File: src/rtl/fp_vector_stream_arbiter.sv
// Round-robin arbiter that captures one NUM_REQ-way FP vector and serializes it element by element.
// Optional FP_STREAM_SPECIAL_FLAG_EN adds a NaN/Inf flag and a saturating count of flagged elements.
module fp_vector_stream_arbiter #(
  parameter int NUM_REQ = 4,
  parameter int LENGTH  = 3,
  parameter int WIDTH   = 32,
  localparam int SRC_W  = (NUM_REQ > 1) ? $clog2(NUM_REQ) : 1,
  localparam int IDX_W  = (LENGTH > 1) ? $clog2(LENGTH) : 1
) (
  input  logic                              clk,
  input  logic                              rst_n,
  input  logic [NUM_REQ-1:0]                req_valid,
  output logic [NUM_REQ-1:0]                req_ready,
  input  logic [NUM_REQ*LENGTH*WIDTH-1:0]   req_data,
  output logic                              out_valid,
  input  logic                              out_ready,
  output logic [WIDTH-1:0]                  out_data,
  output logic                              out_last,
  output logic [SRC_W-1:0]                  out_src,
  output logic [IDX_W-1:0]                  out_index,
  output logic                              busy
`ifdef FP_STREAM_SPECIAL_FLAG_EN
  ,
  output logic                              out_special,
  output logic [15:0]                       special_count
`endif
);

  typedef enum logic {IDLE, SEND} state_t;

  state_t             state_q, state_d;
  logic [SRC_W-1:0]   rr_ptr_q, rr_ptr_d;
  logic [SRC_W-1:0]   src_q, src_d;
  logic [IDX_W-1:0]   idx_q, idx_d;
  logic [WIDTH-1:0]   buf_q [LENGTH];
  logic [WIDTH-1:0]   buf_d [LENGTH];
  logic               grant_found;
  logic [SRC_W-1:0]   grant_idx;
  logic [SRC_W-1:0]   grant_next;
  logic [NUM_REQ-1:0] req_ready_int;

  // Two passes: first requesters at or above rr_ptr, then the wrapped-around ones below it.
  always_comb begin
    grant_found = 1'b0;
    grant_idx   = '0;
    for (int r = 0; r < NUM_REQ; r++) begin
      if (!grant_found && req_valid[r] && (r >= int'(rr_ptr_q))) begin
        grant_found = 1'b1;
        grant_idx   = SRC_W'(r);
      end
    end
    for (int r = 0; r < NUM_REQ; r++) begin
      if (!grant_found && req_valid[r]) begin
        grant_found = 1'b1;
        grant_idx   = SRC_W'(r);
      end
    end
    grant_next = (grant_idx == SRC_W'(NUM_REQ - 1)) ? '0 : grant_idx + 1'b1;
  end

  always_comb begin
    state_d       = state_q;
    rr_ptr_d      = rr_ptr_q;
    src_d         = src_q;
    idx_d         = idx_q;
    buf_d         = buf_q;
    req_ready_int = '0;
    out_valid     = 1'b0;
    out_data      = '0;
    out_last      = 1'b0;
    out_index     = '0;
    busy          = 1'b0;
    case (state_q)
      IDLE: begin
        if (grant_found) begin
          req_ready_int[grant_idx] = 1'b1;
          for (int i = 0; i < LENGTH; i++) begin
            buf_d[i] = req_data[(int'(grant_idx) * LENGTH + i) * WIDTH +: WIDTH];
          end
          src_d    = grant_idx;
          idx_d    = '0;
          rr_ptr_d = grant_next;
          state_d  = SEND;
        end
      end
      SEND: begin
        out_valid = 1'b1;
        out_data  = buf_q[idx_q];
        out_index = idx_q;
        out_last  = (idx_q == IDX_W'(LENGTH - 1));
        busy      = 1'b1;
        if (out_ready) begin
          if (out_last) begin
            idx_d   = '0;
            state_d = IDLE;
          end else begin
            idx_d = idx_q + 1'b1;
          end
        end
      end
      default: state_d = IDLE;
    endcase
  end

  assign req_ready = rst_n ? req_ready_int : '0;
  assign out_src   = src_q;

  always_ff @(posedge clk or negedge rst_n) begin
    if (!rst_n) begin
      state_q  <= IDLE;
      rr_ptr_q <= '0;
      src_q    <= '0;
      idx_q    <= '0;
      for (int i = 0; i < LENGTH; i++) buf_q[i] <= '0;
    end else begin
      state_q  <= state_d;
      rr_ptr_q <= rr_ptr_d;
      src_q    <= src_d;
      idx_q    <= idx_d;
      buf_q    <= buf_d;
    end
  end

`ifdef FP_STREAM_SPECIAL_FLAG_EN
  logic [15:0] special_count_q, special_count_d;

  function automatic logic [15:0] sat_inc16(input logic [15:0] v);
    return (v == 16'hFFFF) ? v : v + 16'd1;
  endfunction

  // All-ones exponent marks NaN or infinity.
  always_comb begin
    out_special     = out_valid && (out_data[30:23] == 8'hFF);
    special_count_d = (out_special && out_ready) ? sat_inc16(special_count_q) : special_count_q;
  end

  always_ff @(posedge clk or negedge rst_n) begin
    if (!rst_n) special_count_q <= '0;
    else        special_count_q <= special_count_d;
  end

  assign special_count = special_count_q;
`endif

endmodule
File: config.mk
export PLATFORM = sky130hd
export DESIGN_NAME = fp_vector_stream_arbiter
export DESIGN_NICKNAME = d
export VERILOG_FILES = /design/src/rtl/fp_vector_stream_arbiter.sv
export SDC_FILE = /design/constraint.sdc
export NUM_CORES = 1
export LEC_CHECK = 0
export ABC_CLOCK_PERIOD_IN_PS = 4100
export BUFFER_PORTS_ARGS = -buffer_cell sky130_fd_sc_hd__buf_2
export CAP_MARGIN = 10
export CELL_PAD_IN_SITES_DETAIL_PLACEMENT = 1
export CELL_PAD_IN_SITES_GLOBAL_PLACEMENT = 1
export CORE_AREA = 2 2 168 170
export CTS_BUF_LIST = sky130_fd_sc_hd__clkbuf_2 sky130_fd_sc_hd__clkbuf_4 sky130_fd_sc_hd__clkbuf_8
export CTS_CLUSTER_DIAMETER = 50
export DETAILED_ROUTE_END_ITERATION = 10
export DIE_AREA = 0 0 170 172
export GPL_TIMING_DRIVEN = 0
export PLACE_DENSITY = 0.72
export SLEW_MARGIN = 10
export SYNTH_ARGS = -nofsm -noshare
export SYNTH_HDL_FRONTEND = slang
export SYNTH_SLANG_ARGS = --single-unit
File: constraint.sdc
create_clock -name clk -period 4.1 [get_ports clk]
set_input_delay 0.615 -clock clk [delete_from_list [all_inputs] [get_ports clk]]
set_output_delay 0.615 -clock clk [all_outputs]
set_load 0.02 [all_outputs]
* Yosys cells after proc, flatten, opt, wreduce, memory -nomap -nowiden
Index checks and enable logic that the tools add are counted.
Storage, ports and cells: word-level logic and storage cells 83, output and inout bits 43, input bits 391, register bits 103
Operators by class: reduce and logical (&&, ||, !) cells 20, magnitude comparators 6, shift operators 3, $add $sub $neg 4, multiplexer cells 36, $mul 1, bitwise logic cells 2, equal/unequal tests 4
Operators with widths (count):
- variable part select 384 x 32 -> 32 bit | 2
- variable part select 384 x 11 -> 32 bit | 1
- 2-to-1 mux 32 bit | 3
- binary-select mux 32 bit (select 2 bit) | 1
- adder 27 x 2 -> 27 bit (second input constant) | 1
- 2-to-1 mux 2 bit | 11
- 2-to-1 mux 1 bit | 15
- 2-to-1 mux 4 bit | 3
- logical AND 1 bit | 11
- logical NOT 1 bit | 7
- adder 4 x 2 -> 5 bit (second input constant) | 1
- adder 2 x 1 -> 2 bit (second input constant) | 2
- equality test 2 bit (second input constant) | 2
- greater-or-equal comparator 1 x 2 -> 1 bit (first input constant) | 2
- multiplier 2 x 2 -> 4 bit (second input constant) | 1
- != test 2 bit (second input constant) | 2
- case mux 2 bit (2 select lines) | 1
- AND reduction 2 bit | 2
- greater-or-equal comparator 3 bit (second input constant) | 1
- < comparator 2 x 3 -> 1 bit (second input constant) | 1
- inverter 2 -> 3 bit | 1
- demux 1 bit (select 2 bit) | 1
- greater-or-equal comparator 2 x 1 -> 1 bit (second input constant) | 1
- greater-or-equal comparator 2 bit (first input constant) | 1
- 2 further kinds | 2

* Longest topological paths before layout
Gate-level depths: netlist (run 1).
depth in word-level cells 33, gate-level depth with buffers 12, depth with buffers taken out 8

* Worst setup path before layout (run 1)
OpenSTA, ideal clock, no wires.
kind input to output, from input req_valid[2], to output req_ready[3], buffers on the path 4, slack 0.772 ns, stages 9, data arrival time 2.713 ns, data required time 3.485 ns, cell sequence inv_1 o22ai_1 a211oi_4 buf_4 buf_4 buf_4 ha_1 clkbuf_1 and3_1
On the way: longest elaborated chain between the ends 25, elaborated cells between the ends (all ways) 32, classes of those cells order compare (2); mux (17); reduce/logical (13)
RTL lines:
- start, declared | line 12 | input logic [NUM_REQ-1:0] req_valid,
- logical AND 1 bit (2 in a row) | line 47 | if (!grant_found && req_valid[r] && (r >= int'(rr_ptr_q))) begin
- 2-to-1 mux 1 bit | line 47
- logical NOT 1 bit | line 47
- logical AND 1 bit | line 47
- 2-to-1 mux 1 bit | line 47
- logical NOT 1 bit | line 53 | if (!grant_found && req_valid[r]) begin
- logical AND 1 bit | line 53
- 2-to-1 mux 1 bit | line 53
- [... 8 more ...]
- 2-to-1 mux 2 bit | line 53
- < comparator 2 x 3 -> 1 bit (implied by the code) or greater-or-equal comparator 2 x 1 -> 1 bit (tied branches) | line 76 | req_ready_int[grant_idx] = 1'b1;
- logical AND 1 bit (implied by the code) | line 76
- 2-to-1 mux 1 bit (implied by the code) | line 76
- demux 1 bit (select 2 bit) | line 76
- 2-to-1 mux 4 bit * | line 75 | if (grant_found) begin
- 2-to-1 mux 4 bit * | line 73 | case (state_q)
- 2-to-1 mux 4 bit * | line 105 | assign req_ready = rst_n ? req_ready_int : '0;
- end, declared | line 13 | output logic [NUM_REQ-1:0] req_ready,
Mark *: on every way between the ends. The rest lies on a longest branch, timed or not.

* Final worst setup path (run 1)
from register rr_ptr_q[0], to output req_ready[3]
On the way: longest elaborated chain between the ends 33, elaborated cells between the ends (all ways) 43, classes of those cells order compare (5); mux (20); reduce/logical (18)
RTL lines:
- start, declared | line 32 | logic [SRC_W-1:0] rr_ptr_q, rr_ptr_d;
- start signal, assigned | line 117 | rr_ptr_q <= rr_ptr_d;
- greater-or-equal comparator 1 x 2 -> 1 bit | line 47
- logical AND 1 bit | line 47
- 2-to-1 mux 1 bit | line 47
- logical NOT 1 bit | line 47
- logical AND 1 bit (2 in a row) | line 47
- 2-to-1 mux 1 bit | line 47
- logical NOT 1 bit | line 47
- logical AND 1 bit (2 in a row) | line 47
- [... 15 more ...]
- 2-to-1 mux 2 bit | line 53
- < comparator 2 x 3 -> 1 bit (implied by the code) or greater-or-equal comparator 2 x 1 -> 1 bit (tied branches) | line 76
- logical AND 1 bit (implied by the code) | line 76
- 2-to-1 mux 1 bit (implied by the code) | line 76
- demux 1 bit (select 2 bit) | line 76
- 2-to-1 mux 4 bit * | line 75
- 2-to-1 mux 4 bit * | line 73
- 2-to-1 mux 4 bit * | line 105
Marked as above.

==> summary.txt, run 1 <==
Status
  • Status: completed

CTS
  • Num CTS Buffers: 9
  • CTS max path bufs: 2
  • CTS sink cnt: slightly above 100
  • CTS root buf: clkbuf_8
  • Clk slew on worst S/H paths: 0.11 ns
  • Skew-Pair Late Insertion Delay: 0.40 ns
  • Hold_buf cts: 0
  • TritonCTS clock tree: done
  • H-tree levels: 3

Setup path
  • Crit path largest cell delay: between 0.4 and 0.5 ns
  • Critical-path cell list: nand2b_1 -> a21oi_1 -> a211oi_4 -> buf_4 -> buf_4 -> buf_4 -> ha_1 -> clkbuf_2 -> and3_1 -> buf_2
  • CP Data Arrival Time: 3.25 ns
  • Crit Path Class: reg2out
  • Req. time, crit path: between 3 and 4 ns
  • Crit. End Element: primary output
  • Cell mode on critical path: buf_4
  • CP startpoint kind: flop
  • Critical path fanouts, max: 11
  • Slowest stage cell, crit path: dfrtp_1

Detailed routing
  • Routed wire length: 41100 um
  • Vias: about 8400
  • Wire length on met2: ~20000 um
  • DRT met1 WL: approximately 17000 um
  • Vias per cell: ~5.5
  • Top sig layer: met5
  • Wire length per cell: ~27 um
  • Metal3 WL: between 2000 and 3000 um
  • Initial DRC Count: roughly 360
  • ANT nets after route: 0
  • Drc violations: 0
  • Pre-Repair DR Iteration Count: 6

Floorplanning
  • Initial Util: between 20% and 30%
  • IO Pins: about 430
  • Die Y: 172 um
  • Core ar.: around 0.027 mm^2
  • Die footprint: ~0.029 mm^2
  • Die Wd: approximately 170 um
  • FP Rows: 61

Power and ir drop
  • Psw: 3.41 mW
  • Comb pwr share: between 60% and 70%
  • Static Leak: ~5.3 nW
  • Clock power frac: 9.2%
  • Net Sw Frac: approximately 50%
  • Worst vdd ir: roughly 240 uV
  • Pwr dens: 663 mW/mm^2
  • Internal: around 3.6 mW
  • Register share of total power: between 20% and 30%
  • Total power: between 6 and 7 mW

Placement
  • IO Port Bufs: 433
  • Routability Congestion: 0.830
  • Place WS: -0.384 ns
  • Hpwl dp: 31900 um
  • Placed cell area: approximately 0.010 mm^2

Global routing
  • First-pass GRT wire length: between 50000 and 60000 um
  • Gr ovfl total: 0
  • Gr usage total: 27.3%
  • Pin count of the biggest net entering global routing: 63
  • Number of global-route vias before repair: between 8000 and 9000
  • Initial antenna violation count: 2

Yosys
  • Synth Area per Inst: about 10 um^2
  • Most frequent cells after synthesis: mux2i_1 (161), dfrtp_1 (103), nand2_1 (72)
  • Most frequent cell after synthesis: mux2i_1
  • EDFF count, synth: 0
  • Post-synthesis sequential area ratio: about a third
  • Top cell type's share of synthesized area: roughly a third
  • Area contributors post-synth: dfrtp_1 (33%), mux2i_1 (21%), mux4_2 (8.4%)
  • Yosys top cell by area: dfrtp_1
  • Most used DFF post-synth: dfrtp_1
  • Mapped Cells: 740
  • Synthesized flop and latch total: around 100
  • Warnings, synthesis: 0
  • Synth cell types: 32
  • Syn Nets: 1135
  • Async set-reset flop share out of synthesis: 100%
  • Mapped Area: just under 0.008 mm^2

STA
  • Max-slew headroom: between 20% and 30%
  • RSZ-0062 raised after global routing: false
  • Post-layout min period: between 3 and 4 ns
  • Final Hold Fails: 0
  • Fmax: 259 MHz
  • Period utilisation layout: 94.2%
  • Worst-Margin Slew: between 1 and 1.5 ns
  • Setup TNS: 0 ns
  • Setup violators final: 0
  • Final Max Slew Viols: 0
  • Worst Slack Setup Final: about 0.24 ns
  • Clock Skew: ~0.019 ns

Hold path
  • Min-Delay Path Class: in2async

Cells and area
  • Proportion of layout cells with a drive suffix above 1: a little under half
  • Fin area: roughly 0.011 mm^2
  • Layout area overhead: 36.5%
  • Nets@finish: between 1500 and 2000

Flow run
  • Max-Cap Viols: 0
-- critical path: cells and delay by family, from the launching register on --
family / cells / cell delay, ns
buffers and inverters: 5 / 1.44
DFF: 1 / 0.41
and+or+nand+nor: 2 / 0.36
AOI/OAI and AO/OA: 2 / 0.31
adders and majority gates: 1 / 0.31
-- sequential cells by signal, summed over array words and instances, names as in the netlist --
name,cells
state_q,1
out_src,2
idx_q,2
rr_ptr_q,2
buf_q,96
-- power groups by stage --
stage,Clock [mW],Combinational (mW),Sequential [mW]
after floorplan,0,2.93,1.71
after global placement,0,4.48,1.76
after detailed placement,0,4.56,1.79
after CTS,0.663,4.59,1.77
after global routing,0.689,4.91,1.83
final,0.641,4.58,1.78
-- routing by layer --
layer  global-route usage [%]  vias to the layer above
met1                     33.8                     4206
met2                     48.0                      415
met3                     4.94                       67
met5                        0                        -
met4                     9.59                        2
li1                         -                     3701
-- logic make-up (layout without fill, tap and decap cells) --
family                   Yosys count  after routing  share of synthesized area [%]
buffers and inverters             77            527                           4.54
AO/OA/AOI/OAI                    142            142                           14.8
flip-flops                       103            103                           33.3
multiplexers                     225            225                           34.9
AND/OR/NAND/NOR                  189            189                           11.8
other                              0              1                              0
adder cells (fa/ha/maj)            4              4                          0.647
-- layout by cell type (no fill, tap or decap), types with 4 or more instances in the layout --
| cell type | n |
|---|---|
| a21oi_1 | 35 |
| a221o_1 | 32 |
| and2_1 | 37 |
| and3_1 | 5 |
| buf_1 | 6 |
| buf_2 | 441 |
| buf_4 | 12 |
| clkbuf_1 | 42 |
| clkbuf_8 | 10 |
| dfrtp_1 | 103 |
| ha_1 | 4 |
| inv_1 | 6 |
| mux2_2 | 32 |
| mux2i_1 | 161 |
| mux4_2 | 29 |
| nand2_1 | 72 |
| nand2b_1 | 4 |
| nor2_1 | 36 |
| nor2b_1 | 32 |
| o221ai_1 | 64 |
-- worst paths after layout --
path | startpoint | endpoint | slack (ns) | depth (start not counted)
max in group asynchronous | rst_n | buf_q[57] | 3.28 | 2
max reg2reg | rr_ptr_q[0] | buf_q[47] | 0.30 | 10
max | rr_ptr_q[0] | req_ready[3] | 0.24 | 10
min reg2reg | buf_q[68] | buf_q[68] | 0.50 | 2
min in group clk | out_ready | state_q | 0.47 | 2
min | rst_n | buf_q[74] | 0.12 | 1
-- repair_timing --
action	4_1_cts	5_1_grt
resized for setup	1	0
setup endpoints to repair	31	0
buffers inserted	1	0
-- area by class of cell --
| type | count | area, um^2 |
|---|---|---|
| timing repair buffer | 435 | 2210 |
| fill | 3283 | 16900 |
| inverter | 7 | 28.8 |
| multi-input combinational | 560 | 4810 |
| sequential | 103 | 2580 |
| antenna | 1 | 2.50 |
| buffer | 70 | 324 |
| tap | 346 | 433 |
| clock inverter | 4 | 31.3 |
| clock buffer | 11 | 145 |
-- per-stage QoR --
| step | instances | util [%] | hold WS [ns] |
|---|---|---|---|
| 2_1_floorplan | 740 | - | 0.319 |
| 3_3_place_gp | 1519 | 37.6 | 0.455 |
| 3_5_place_dp | 1520 | 37.8 | 0.474 |
| 4_1_cts | 1536 | 38.4 | 0.137 |
| 5_1_grt | 1537 | 38.4 | 0.144 |
| 6_report | 1537 | 38.4 | 0.124 |
Note: power is estimated with default switching activity, not from simulation.
==> run 2: changes to the inputs <==
- BUFFER_PORTS_ARGS: -buffer_cell sky130_fd_sc_hd__buf_2 -> unset
- CORE_AREA: 2 2 168 170 -> 2 2 169 171
- DIE_AREA: 0 0 170 172 -> 0 0 171 173
- DONT_BUFFER_PORTS: unset -> 1
- PLACE_DENSITY: 0.72 -> 0.53
==> summary.txt, run 2 (synthesis gave the netlist of run 1 again) <==
Setup path
  • Cell mode on critical path: buf_4 (unchanged)
  • Critical path fanouts, max: 11 (unchanged)
  • CP startpoint kind: flop (unchanged)
  • FF-to-FF Start: rr_ptr_q[0] (unchanged)
  • Crit path largest cell delay: 0.41 ns (about the same)
  • Critical-path cell list: nand2b_1 -> a21oi_1 -> a211oi_4 -> buf_4 -> buf_4 -> buf_4 -> ha_1 -> clkbuf_2 -> and3_1 (was nand2b_1 -> a21oi_1 -> a211oi_4 -> buf_4 -> buf_4 -> buf_4 -> ha_1 -> clkbuf_2 -> and3_1 -> buf_2)
  • Crit. End Element: primary output (unchanged)
  • CP top delay family: buffers and inverters (unchanged)
  • Reg2Reg Setup Slack: 0.27 ns (was 0.30 ns)
  • Slowest stage cell, crit path: dfrtp_1 (unchanged)
  • Worst R2R Path Depth: 10 (unchanged)
  • Buf/Inv on CP: 4 (was 5)
  • WP depth: 9 (was 10)
  • Crit path capture: req_ready[3] (unchanged)
  • Critical path launch point: rr_ptr_q[0] (unchanged)
  • R2R Path End: buf_q[45] (was buf_q[47])
  • Crit Path Class: reg2out (unchanged)
  • Req. time, crit path: 3.48 ns (about the same)
  • CP Data Arrival Time: 3.27 ns (was 3.25 ns)

Global routing
  • Initial antenna violation count: 3 (was 2)
  • Gr usage total: 25.7% (was 27.3%)
  • Gr ovfl total: 0 (unchanged)
  • Pin count of the biggest net entering global routing: 104 (was 63)
  • Number of global-route vias before repair: 7339 (was 8876)
  • First-pass GRT wire length: 53100 um (was 56900 um)

STA
  • Final Hold Slack: 0.156 ns (was 0.124 ns)
  • Worst-Margin Slew: 1.02 ns (was 1.06 ns)
  • RSZ-0062 raised after global routing: false (unchanged)
  • Setup violators final: 0 (unchanged)
  • Clock Skew: 0.0144 ns (was 0.0190 ns)
  • Post-layout min period: 3.88 ns (was 3.86 ns)
  • Fmax: 257 MHz (was 259 MHz)
  • Final Hold Fails: 0 (unchanged)
  • Worst Slack Setup Final: 0.216 ns (was 0.238 ns)
  • Max-slew headroom: 32.2% (was 29.5%)
  • Final Max Slew Viols: 0 (unchanged)
  • Period utilisation layout: 94.7% (was 94.2%)

CTS
  • CTS root buf: clkbuf_8 (unchanged)
  • H-tree levels: 3 (unchanged)
  • Clk slew on worst S/H paths: 0.11 ns (about the same)
  • Num CTS Buffers: 9 (unchanged)
  • CTS max path bufs: 2 (unchanged)
  • CTS sink cnt: 103 (unchanged)
  • Skew-Pair Late Insertion Delay: 0.39 ns (was 0.40 ns)
  • TritonCTS clock tree: done (unchanged)

Floorplanning
  • Die Y: 173 um (was 172 um)
  • Initial Util: 28.0% (was 28.2%)
  • IO Pins: 434 (unchanged)
  • Die Wd: 171 um (was 170 um)
  • Die footprint: 0.0296 mm^2 (was 0.0292 mm^2)
  • Core ar.: 0.0276 mm^2 (was 0.0275 mm^2)
  • FP Rows: 61 (unchanged)

Power and ir drop
  • Static Leak: 3.63 nW (was 5.34 nW)
  • Worst vdd ir: 240 uV (was 241 uV)
  • Pwr dens: 778 mW/mm^2 (was 663 mW/mm^2)
  • Register share of total power: 27.1% (was 25.4%)
  • Net Sw Frac: 49.5% (was 48.7%)
  • Psw: 3.26 mW (was 3.41 mW)
  • Comb pwr share: 62.3% (was 65.5%)
  • Internal: 3.33 mW (was 3.59 mW)
  • Clock power frac: 10.5% (was 9.2%)

Cells and area
  • Nets@finish: 1149 (was 1581)
  • Top reg by flops: buf_q (unchanged)
  • Commonest non-fill, non-tap cell in the layout: mux2i_1 (was buf_2)
  • Final std cells w/o fill: 1139 (was 1537)
  • Layout area overhead: 9.36% (was 36.5%)
  • Commonest cells after routing, fill and taps aside: mux2i_1 (161), dfrtp_1 (103), nand2_1 (72), o221ai_1 (64), clkbuf_1 (39) (was buf_2 (441), mux2i_1 (161), dfrtp_1 (103), nand2_1 (72), o221ai_1 (64))
  • Proportion of layout cells with a drive suffix above 1: 14.2% (was 45.0%)
  • Core Util, Final: 30.6% (was 38.4%)
  • Largest register FFs: 96 (unchanged)

Detailed routing
  • Vias: 6565 (was 8391)
  • Wire length per cell: 34.2 um (was 26.8 um)
  • Drc violations: 0 (unchanged)
  • ANT nets after route: 0 (unchanged)
  • Routed wire length: 38900 um (was 41100 um)
  • Vias per cell: 5.76 (was 5.46)
  • Initial DRC Count: 405 (was 355)
  • Pre-Repair DR Iteration Count: 5 (was 6)

Placement
  • Hpwl dp: 28800 um (was 31900 um)
  • IO Port Bufs: 0 (was 433)
  • Routability Congestion: 0.794 (was 0.830)
  • Placed Cells: 1118 (was 1520)
  • Place WS: -0.477 ns (was -0.384 ns)

Flow run
  • Max-Cap Viols: 0 (unchanged)

Status
  • Status: completed (unchanged)

Hold path
  • Min-Delay Path Class: in2async (unchanged)
run 2: cell count changes in the layout (fill, tap and decap cells not counted), moves of 2 or more:
cell / delta
buf_2: -432
clkbuf_1: -3
diode_2: +2
clkbuf_2: +3
run 2: what timing repair did:
action / CTS / global route
hold buffers: 1 / 0
buffers inserted: 2 / 0
endpoints found under the setup margin: 31 / 16
pin swaps: 1 / 0
resized for setup: 1 / 6
endpoints found under the hold margin: 103 / 0
run 2: power groups by stage:
stage          Combinational (mW)  Clock [mW]  Sequential (mW)
4_1_cts                      4.16       0.721             1.79
3_3_place_gp                 4.06           0             1.79
5_1_grt                      4.42       0.764             1.85
2_1_floorplan                2.93           0             1.71
3_5_place_dp                 4.10           0             1.81
6_report                     4.10       0.694             1.79
run 2: how the worst min path moves through the flow:
stage           from   endpoint  cells past startpoint
2_1_floorplan  rst_n   buf_q[0]                      0
3_3_place_gp   rst_n  buf_q[95]                      0
3_5_place_dp   rst_n  buf_q[42]                      0
4_1_cts        rst_n  buf_q[38]                      1
5_1_grt        rst_n   buf_q[7]                      1
6_report       rst_n   buf_q[7]                      1
run 2: cell type report:
class	count	area (um^2)
timing repair buffer	3	42.5
buffer	70	328
multi-input combinational	560	4820
clock inverter	5	58.8
fill	3163	19200
sequential	103	2580
inverter	7	28.8
antenna	3	7.51
clock buffer	10	131
tap	378	473
run 2: routing by layer:
metal | share of wire (%) | vias up | global-route usage (%)
li1 | - | 2839 | -
met1 | 41 | 3331 | 31.3
met2 | 51 | 357 | 46.0
met5 | 0 | - | 0
met4 | 2.3 | 0 | 6.57
met3 | 5.7 | 38 | 4.74
run 2: through the flow:
stage | TNS [ns] | area, um^2 | power [mW]
floorplan | 0 | 7740 | 4.64
global placement | -20.77 | 8210 | 5.86
detailed placement | -13.24 | 8220 | 5.90
CTS | 0 | 8450 | 6.67
global route | 0 | 8460 | 7.04
finish | 0 | 8460 | 6.59
